[src/rtl/key_flap_conditioner.sv]
// key_flap_conditioner
// Cleans up the raw flap pushbutton for the CPU key port: two-flop
// synchroniser, counter debounce, one-cycle press pulse, and a saturating
// pending-press counter that software drains with an acknowledge strobe.
//
// state        | meaning
// -------------+---------------------------------------------------------
// IDLE         | key accepted as released, oLEVEL = 0
// PRESS_WAIT   | key seen pressed, counting stable cycles before accepting
// HELD         | key accepted as pressed, oLEVEL = 1
// RELEASE_WAIT | key seen released, counting stable cycles before accepting

module key_flap_conditioner #(
    parameter int DEBOUNCE_CYCLES = 500000,
    parameter int CNT_W           = 20,
    parameter int PEND_W          = 3,
    parameter bit KEY_ACTIVE_LOW  = 1'b1
) (
    input  logic              iCLK,
    input  logic              iRST,
    input  logic              iKEY,
    input  logic              iACK,
    output logic              oLEVEL,
    output logic              oPRESS,
    output logic              oFLAP,
    output logic [PEND_W-1:0] oPENDING,
    output logic              oOVF
);

    // Raw pin level that means "not pressed"; the synchroniser resets to it
    // so a key held through reset has to be debounced from scratch.
    localparam logic              KEY_RELEASED = KEY_ACTIVE_LOW;
    localparam logic [CNT_W-1:0]  CNT_LAST     = CNT_W'(DEBOUNCE_CYCLES - 1);
    localparam logic [PEND_W-1:0] PEND_MAX     = {PEND_W{1'b1}};

    typedef enum logic [1:0] {
        IDLE         = 2'd0,
        PRESS_WAIT   = 2'd1,
        HELD         = 2'd2,
        RELEASE_WAIT = 2'd3
    } state_t;

    logic              key_meta;
    logic              key_sync;
    logic              key_pressed;
    state_t            state;
    logic [CNT_W-1:0]  db_cnt;
    logic [PEND_W-1:0] pend_next;
    logic              ovf_set;

    // Two-flop synchroniser on the asynchronous pin.
    always_ff @(posedge iCLK or negedge iRST) begin
        if (!iRST) begin
            key_meta <= KEY_RELEASED;
            key_sync <= KEY_RELEASED;
        end else begin
            key_meta <= iKEY;
            key_sync <= key_meta;
        end
    end

    // Normalise polarity: key_pressed = 1 always means the button is down.
    assign key_pressed = KEY_ACTIVE_LOW ? ~key_sync : key_sync;

    // Debounce FSM; the counter restarts on every state change so a
    // glitch of any length below the debounce window leaves no trace.
    always_ff @(posedge iCLK or negedge iRST) begin
        if (!iRST) begin
            state  <= IDLE;
            db_cnt <= '0;
            oLEVEL <= 1'b0;
            oPRESS <= 1'b0;
        end else begin
            oPRESS <= 1'b0;
            case (state)
                IDLE: begin
                    if (key_pressed) begin
                        state  <= PRESS_WAIT;
                        db_cnt <= '0;
                    end
                end
                PRESS_WAIT: begin
                    if (!key_pressed) begin
                        state  <= IDLE;
                        db_cnt <= '0;
                    end else if (db_cnt == CNT_LAST) begin
                        state  <= HELD;
                        db_cnt <= '0;
                        oLEVEL <= 1'b1;
                        oPRESS <= 1'b1;
                    end else begin
                        db_cnt <= db_cnt + 1'b1;
                    end
                end
                HELD: begin
                    if (!key_pressed) begin
                        state  <= RELEASE_WAIT;
                        db_cnt <= '0;
                    end
                end
                RELEASE_WAIT: begin
                    if (key_pressed) begin
                        // Bounce back to pressed: same press, no new pulse.
                        state  <= HELD;
                        db_cnt <= '0;
                    end else if (db_cnt == CNT_LAST) begin
                        state  <= IDLE;
                        db_cnt <= '0;
                        oLEVEL <= 1'b0;
                    end else begin
                        db_cnt <= db_cnt + 1'b1;
                    end
                end
                default: begin
                    state  <= IDLE;
                    db_cnt <= '0;
                    oLEVEL <= 1'b0;
                end
            endcase
        end
    end

    // Next pending count; a press and an ack in the same cycle cancel out,
    // so overflow is only flagged for a press nobody consumed.
    always_comb begin
        pend_next = oPENDING;
        ovf_set   = 1'b0;
        if (oPRESS && !iACK) begin
            if (oPENDING == PEND_MAX) begin
                ovf_set = 1'b1;
            end else begin
                pend_next = oPENDING + 1'b1;
            end
        end else if (!oPRESS && iACK && (oPENDING != '0)) begin
            pend_next = oPENDING - 1'b1;
        end
    end

    // Pending counter with flag and sticky overflow, registered together.
    always_ff @(posedge iCLK or negedge iRST) begin
        if (!iRST) begin
            oPENDING <= '0;
            oFLAP    <= 1'b0;
            oOVF     <= 1'b0;
        end else begin
            oPENDING <= pend_next;
            oFLAP    <= (pend_next != '0);
            if (ovf_set) begin
                oOVF <= 1'b1;
            end
        end
    end

endmodule

[config.mk]
export PLATFORM = sky130hd
export DESIGN_NAME = key_flap_conditioner
export DESIGN_NICKNAME = d
export VERILOG_FILES = /design/src/rtl/key_flap_conditioner.sv
export SDC_FILE = /design/constraint.sdc
export NUM_CORES = 1
export LEC_CHECK = 0
export ABC_AREA = 1
export ABC_CLOCK_PERIOD_IN_PS = 2050
export CORE_AREA = 2 2 64 66
export CTS_CLUSTER_DIAMETER = 40
export DETAILED_ROUTE_END_ITERATION = 8
export DIE_AREA = 0 0 66 68
export GPL_TIMING_DRIVEN = 0
export PLACE_DENSITY = 0.67
export SETUP_SLACK_MARGIN = 0.1
export SLEW_MARGIN = 15
export SYNTH_ARGS = -nofsm -noshare
export SYNTH_HDL_FRONTEND = slang
export SYNTH_SLANG_ARGS = --single-unit
[constraint.sdc]
create_clock -name iCLK -period 2.05 [get_ports iCLK]
set_clock_uncertainty 0.05 [all_clocks]
set_input_delay 0.205 -clock iCLK [delete_from_list [all_inputs] [get_ports iCLK]]
set_output_delay 0.205 -clock iCLK [all_outputs]
set_load 0.01 [all_outputs]
==> flow_summary_export.csv, run 1 <==
group,metric,value,unit
status,outcome,"finished, final reports clean",
logic_synthesis,synth_edf_count,0,
floorplan,std_cell_rows,23,
global_routing,gr-total-overflow,0,
sta,setup_violations,0,
power_and_ir_drop,powerDensity,890.6,nW/um^2
routing,post_drt_wl_per_cell,11.20,microns
place,place_area,2004,sq um
finish,drive_gt1_frac,0.09783,
routing,num_vias,1597,
finish,nets,283,
logic_synthesis,synth.distinct_cells,26,
finish,fin_area,2115,sq um
routing,drc,0,
sta,slew_headroom,0.5422,
place,io_buffers,10,
worst_setup_path,slowest_delay,0.56,ns
power_and_ir_drop,peakVddDrop,0.8536,mV
worst_hold_path,holdPathStages,1,
logic_synthesis,synth_seq_area_share,0.4214,
logic_synthesis,yosys-top-cells-count,"nand2_1, inv_1, dfrtp_1",
floorplan,core_area,3856,sq um
floorplan,start_util,0.4789,
routing,drt_wl_total,3651,microns
logic_synthesis,ys_seq_elements,31,
routing,firstDrtPassIters,4,
clock_network,htree_num_levels,2,
place,place_inst,317,
worst_setup_path,path_depth,4,
sta,fmax,606.2,MHz
global_routing,grtUsageMet3,0.05428,
worst_setup_path,crit_top_cell,"nor2_1",
sta,worstMarginPinSlew,0.6867,ns
finish,finalCoreUtilization,0.5483,
routing,routed_via_density,4.899,
clock_network,cts.sinks,31,
logic_synthesis,syn_inst,257,
worst_setup_path,cp_max_fo,7,
global_routing,busiest_layer,"met2",
clock_network,clk_latency,0.28,ns
logic_synthesis,synth_top_area_cell,"dfrtp_1",
clock_network,cts.reportedPaths.clkPinSlew,0.06,ns
place,routabilityCongestion,0.8547,
logic_synthesis,avgSynthCellArea,7.186,sq um
logic_synthesis,async_flop_share,1.000,
routing,drtIter0Drc,67,
finish,final_cells,326,
worst_setup_path,worstPathRequired,2.19,ns
sta,final-hold-violation-count,0,
clock_network,cts_buffers,5,
global_routing,grt_max_degree,32,
clock_network,clockBufferDepth,2,
sta,finalSetupTns,0,ns
worst_setup_path,critPathLaunchType,"flip-flop",
sta,rsz0062_at_grt,"false",
finish,fill_cells,385,
floorplan,die_w,66,microns
worst_setup_path,endpoint_kind,"flip-flop",
global_routing,grt_antenna_before_repair,0,
logic_synthesis,yosysWarnings,0,
worst_setup_path,worst-path-buf-inv,1,
routing,postRouteAntennaNets,0,
clock_network,cts_tree,"built",
worst_setup_path,cp_slowest_cell,"dfstp_2",
logic_synthesis,synth_nets,265,
logic_synthesis,syn_area,1847,sq um
job,cap_violations,0,
floorplan,ioPinCount,11,
sta,min_period,1.650,ns
finish,diodes,0,
place,hpwl,2730,microns
power_and_ir_drop,p_leak,1.012,nW
clock_network,root_buffer,"clkbuf_8",
global_routing,gr-usage-all-layers,0.1883,
worst_setup_path,path_cells,"nor2_1 > nor2_1 > inv_1 > o22ai_1",
global_routing,met2_usage,0.2955,
worst_setup_path,crit_type,"flip-flop to flip-flop",
logic_synthesis,synthMostInstantiatedCell,"nand2_1",
worst_setup_path,reg2regPathDepth,4,
global_routing,grt_use_met1,0.2589,
logic_synthesis,synth_ff_type,"dfrtp_1",
sta,period_share,0.8047,
worst_setup_path,arrival,1.79,ns
logic_synthesis,synth_top_area_frac,0.3930,
floorplan,dieArea,4488,sq um
worst_setup_path,path_delay_family,"flip-flops",
global_routing,grt_pass1_vias,1423,
sta,slew_viol_final,0,
clock_network,post_cts.resized_instances,0,
worst_hold_path,hold_class,"primary input to flip-flop",
power_and_ir_drop,power,1.883,mW
global_routing,grt_pass1_wl,6403,microns
finish,syn2layout_area_growth,14.50,%
floorplan,die_h,68,microns
logic_synthesis,netlist_top_cells_area,"dfrtp_1, nand2_1, inv_1, nand3_1, nor2_1",
[where the power goes]
group          total (mW)  internal, mW  switching [mW]
clock network       0.520         0.306           0.214
registers           0.778         0.694          0.0833
logic               0.586         0.228           0.358
[registers in the layout, summed over array words and instances (netlist names), named ones only]
| register | cells |
|---|---|
| db_cnt | 20 |
| oPRESS | 1 |
| key_sync | 1 |
| oFLAP | 1 |
| key_meta | 1 |
| oPENDING | 3 |
| state | 1 |
| oOVF | 1 |
| oLEVEL | 1 |
[worst reg2reg max path: stages (launching register included)]
cell,delay (ns)
dfstp_2,0.56
nor2_1,0.07
nor2_1,0.42
inv_1,0.23
o22ai_1,0.23
[cell families after synthesis]
| kind of cell | count (synthesis) | synth area share |
|---|---|---|
| xor gates and xnor gates | 7 | 0.03320 |
| adders and majority gates | 4 | 0.02710 |
| AOI/OAI and AO/OA | 19 | 0.05962 |
| DFF | 31 | 0.4214 |
| and+or+nand+nor | 156 | 0.3726 |
| buffers and inverters | 40 | 0.08604 |
[final cells by class]
| cell class | instances | area (sq um) | share of cell area |
|---|---|---|---|
| Buffer | 2 | 16.27 | 0.007692 |
| Clock buffer | 8 | 100.1 | 0.04734 |
| Inverter | 38 | 142.6 | 0.06746 |
| Tap cell | 50 | 62.56 | 0.02959 |
| Timing Repair Buffer | 11 | 105.1 | 0.04970 |
| Sequential cell | 31 | 778.2 | 0.3680 |
| Multi-Input combinational cell | 186 | 909.6 | 0.4302 |
[through the flow]
stage	worst slack [ns]	hold WS [ns]
after global placement	0.1377	0.2962
after global routing	0.2321	0.2734
after detailed placement	0.3966	0.2348
final	0.4004	0.2795
after CTS	0.3858	0.2748
after floorplan	0.6237	-0.1406
[layout by cell type (no fill, tap or decap)]
cell type / Yosys / routed
clkdlybuf4s50_1: 0 / 9
xor2_1: 6 / 6
o211ai_1: 1 / 1
clkbuf_8: 0 / 7
nor2_2: 4 / 4
xnor2_1: 1 / 1
nor2_4: 3 / 3
nand3b_1: 1 / 1
o21ai_2: 1 / 1
ha_1: 4 / 4
nor3_1: 1 / 1
o21ai_0: 9 / 9
inv_1: 37 / 37
or2_2: 1 / 1
clkbuf_1: 0 / 1
nor2_1: 23 / 23
buf_2: 1 / 2
nand2_2: 3 / 3
nand4_1: 6 / 6
dfrtp_1: 29 / 29
a21oi_1: 2 / 2
inv_2: 1 / 1
dfstp_2: 2 / 2
dlygate4sd3_1: 0 / 1
nand3_1: 22 / 22
buf_6: 1 / 1
o21bai_1: 1 / 1
nand2_1: 90 / 90
nand3_2: 2 / 2
o22ai_1: 5 / 5
[per-layer routing]
| metal | wire [microns] | up-vias | share of wire |
|---|---|---|---|
| met4 | 26 | 0 | 0.0071 |
| met5 | 0 | - | 0 |
| li1 | - | 836 | - |
| met2 | 1604 | 36 | 0.44 |
| met3 | 150 | 4 | 0.041 |
| met1 | 1871 | 721 | 0.51 |
[timing repair]
| action | 4_1_cts | 5_1_grt |
|---|---|---|
| endpoints found under the hold margin | 29 | 0 |
| hold buffers | 1 | 0 |
| buffers inserted | 0 | 0 |
[path summary, 6_finish.rpt]
path                               start    endpoint  slack, ns
worst min register to register  key_meta    key_sync       0.31
min in group asynchronous           iRST  db_cnt[12]       0.46
max in group asynchronous           iRST   db_cnt[7]       1.05
worst max register to register  key_sync   db_cnt[8]       0.40
worst min-delay path                iKEY    key_meta       0.28
worst max-delay path            key_sync   db_cnt[8]       0.40
No activity file was read; power rests on OpenSTA's default activity.
==> run 2: changes to the inputs <==
ABC_CLOCK_PERIOD_IN_PS = 1600   (was 2050)
clock period = 1.6 ns   (was 2.05 ns; I/O delays follow)
==> run 2 against run 1 <==
Compared with the run above: final area is 15% higher; via count is 6.3% higher; worst hold slack worse by 0.048 ns; critical path depth grew 4; critical endpoint is now db_cnt[13]; largest power group is now combinational logic.
==> flow_summary_export.csv, run 2 (synthesized netlist as in run 1, its figures left out) <==
group,metric,value,unit
status,outcome,"finished, final reports clean",
floorplan,std_cell_rows,23,
worst_setup_path,cp_max_fo,5,
global_routing,grt_pass1_wl,6941,microns
routing,num_vias,1698,
sta,final-hold-violation-count,0,
worst_setup_path,worst-path-buf-inv,0,
finish,finalCoreUtilization,0.6291,
floorplan,die_w,66,microns
global_routing,grt_max_degree,32,
routing,drtIter0Drc,108,
routing,firstDrtPassIters,5,
finish,nets,299,
place,place_area,2004,sq um
power_and_ir_drop,peakVddDrop,1.287,mV
worst_hold_path,holdPathEnd,"key_meta",
finish,final_common_cell,"nand2_1",
worst_setup_path,reg2reg_from,"db_cnt[0]",
floorplan,dieArea,4488,sq um
place,io_buffers,10,
power_and_ir_drop,p_leak,1.109,nW
global_routing,gr-usage-all-layers,0.2051,
global_routing,gr-total-overflow,0,
worst_setup_path,path_cells,"ha_4 > nand2_4 > nor2_4 > nand3_4 > nor2_4 > nor2_4 > nand3_2 > nand2_1",
place,hpwl,2730,microns
worst_hold_path,holdPathStages,1,
finish,fin_area,2426,sq um
worst_setup_path,endpoint_kind,"flip-flop",
sta,whs,0.2317,ns
worst_setup_path,path_delay_family,"simple AND/OR/NAND/NOR gates",
worst_setup_path,cp_slowest_cell,"dfrtp_1",
clock_network,cts.sinks,31,
sta,setup_violations,0,
global_routing,grt_pass1_vias,1500,
routing,routed_via_density,4.965,
global_routing,grt_antenna_before_repair,0,
clock_network,root_buffer,"clkbuf_8",
floorplan,die_h,68,microns
power_and_ir_drop,powerDensity,1126,nW/um^2
worst_hold_path,holdCritStartpoint,"iKEY",
sta,worstMarginPinSlew,0.6958,ns
sta,layout_setup_ws,0.08583,ns
worst_setup_path,worstPathRequired,1.72,ns
clock_network,cts.reportedPaths.clkPinSlew,0.06,ns
clock_network,clockBufferDepth,2,
finish,fill_cells,325,
clock_network,cts_tree,"built",
clock_network,htree_num_levels,2,
sta,fmax,660.4,MHz
place,routabilityCongestion,0.8547,
worst_hold_path,hold_class,"primary input to flip-flop",
worst_setup_path,arrival,1.63,ns
worst_setup_path,crit_type,"flip-flop to flip-flop",
sta,period_share,0.9464,
sta,min_period,1.514,ns
place,dp_slack,-0.05338,ns
floorplan,start_util,0.4789,
finish,drive_gt1_frac,0.2774,
floorplan,ioPinCount,11,
finish,largest-register,"db_cnt",
worst_setup_path,critPathLaunchType,"flip-flop",
routing,drt_wl_total,4416,microns
floorplan,core_area,3856,sq um
sta,slew_headroom,0.5361,
clock_network,clk_latency,0.28,ns
clock_network,cts_buffers,5,
routing,post_drt_wl_per_cell,12.91,microns
worst_setup_path,reg2reg_to,"db_cnt[13]",
routing,postRouteAntennaNets,0,
finish,final_cells,342,
worst_setup_path,r2r_setup_slack,0.09,ns
sta,slew_viol_final,0,
worst_setup_path,slowest_delay,0.40,ns
finish,largest_register_ffs,20,
routing,drc,0,
finish,syn2layout_area_growth,31.37,%
worst_setup_path,crit_top_cell,"nor2_4",
sta,rsz0062_at_grt,"true",
worst_setup_path,reg2regPathDepth,8,
place,place_inst,317,
sta,finalSetupTns,0,ns
finish,top_regs,"db_cnt: 20 flops, oPENDING: 3 flops",
finish,diodes,0,
power_and_ir_drop,power,2.733,mW
job,cap_violations,0,
finish,layout_common_cells,"nand2_1, inv_1, dfrtp_1",
run 2: cell types whose count changed in the layout (fill, tap and decap cells not counted), moves of 5 or more:
cell     delta
buf_4      +14
inv_1       -6
inv_2       +6
nand3_1     -8
nand3_2     +6
nor2_1      -7
nor2_4      +7
o21ai_0     -5
o21ai_1     +5
o22ai_1     -5
o22ai_2     +5
run 2: worst max-delay path by stage:
stage                           start         end  slack (ns)  cells after the start
after global placement           iRST   async pin       -0.27                      1
after detailed placement     key_sync   db_cnt[8]       -0.05                      4
after floorplan           oPENDING[0]       oFLAP        0.17                      7
after global routing        flip-flop  db_cnt[13]        0.03                      7
after CTS                   db_cnt[0]   db_cnt[2]        0.10                      7
final                       db_cnt[0]  db_cnt[13]        0.09                      8
run 2: area by class of cell:
type	count	area [sq um]	share of cell area
buffer	2	16.27	0.006704
clock buffer	8	100.1	0.04126
inverter	38	142.6	0.05879
multi-input combinational	187	1100	0.4533
sequential	31	783.3	0.3228
tap	50	62.56	0.02579
timing repair buffer	26	221.5	0.09128
run 2: power by group:
| part | leakage, nW | internal (mW) | switching, mW |
|---|---|---|---|
| clock network | 0.0515 | 0.392 | 0.280 |
| registers | 0.403 | 0.890 | 0.118 |
| logic | 0.654 | 0.440 | 0.613 |
run 2: what timing repair did:
action | in CTS | in global routing
pin swaps | 4 | 19
buffers inserted | 3 | 11
endpoints found under the hold margin | 29 | 0
endpoints found under the setup margin | 24 | 25
gates resized for setup | 14 | 43
hold buffers | 1 | 0
gates cloned | 2 | 0
run 2: layer usage:
| metal | vias up | part of all wire | GRT usage |
|---|---|---|---|
| li1 | 876 | - | - |
| met1 | 790 | 0.47 | 0.2877 |
| met2 | 27 | 0.49 | 0.3207 |
| met3 | 5 | 0.040 | 0.05428 |
| met4 | 0 | 0.0066 | 0.04592 |
| met5 | - | 0 | 0 |
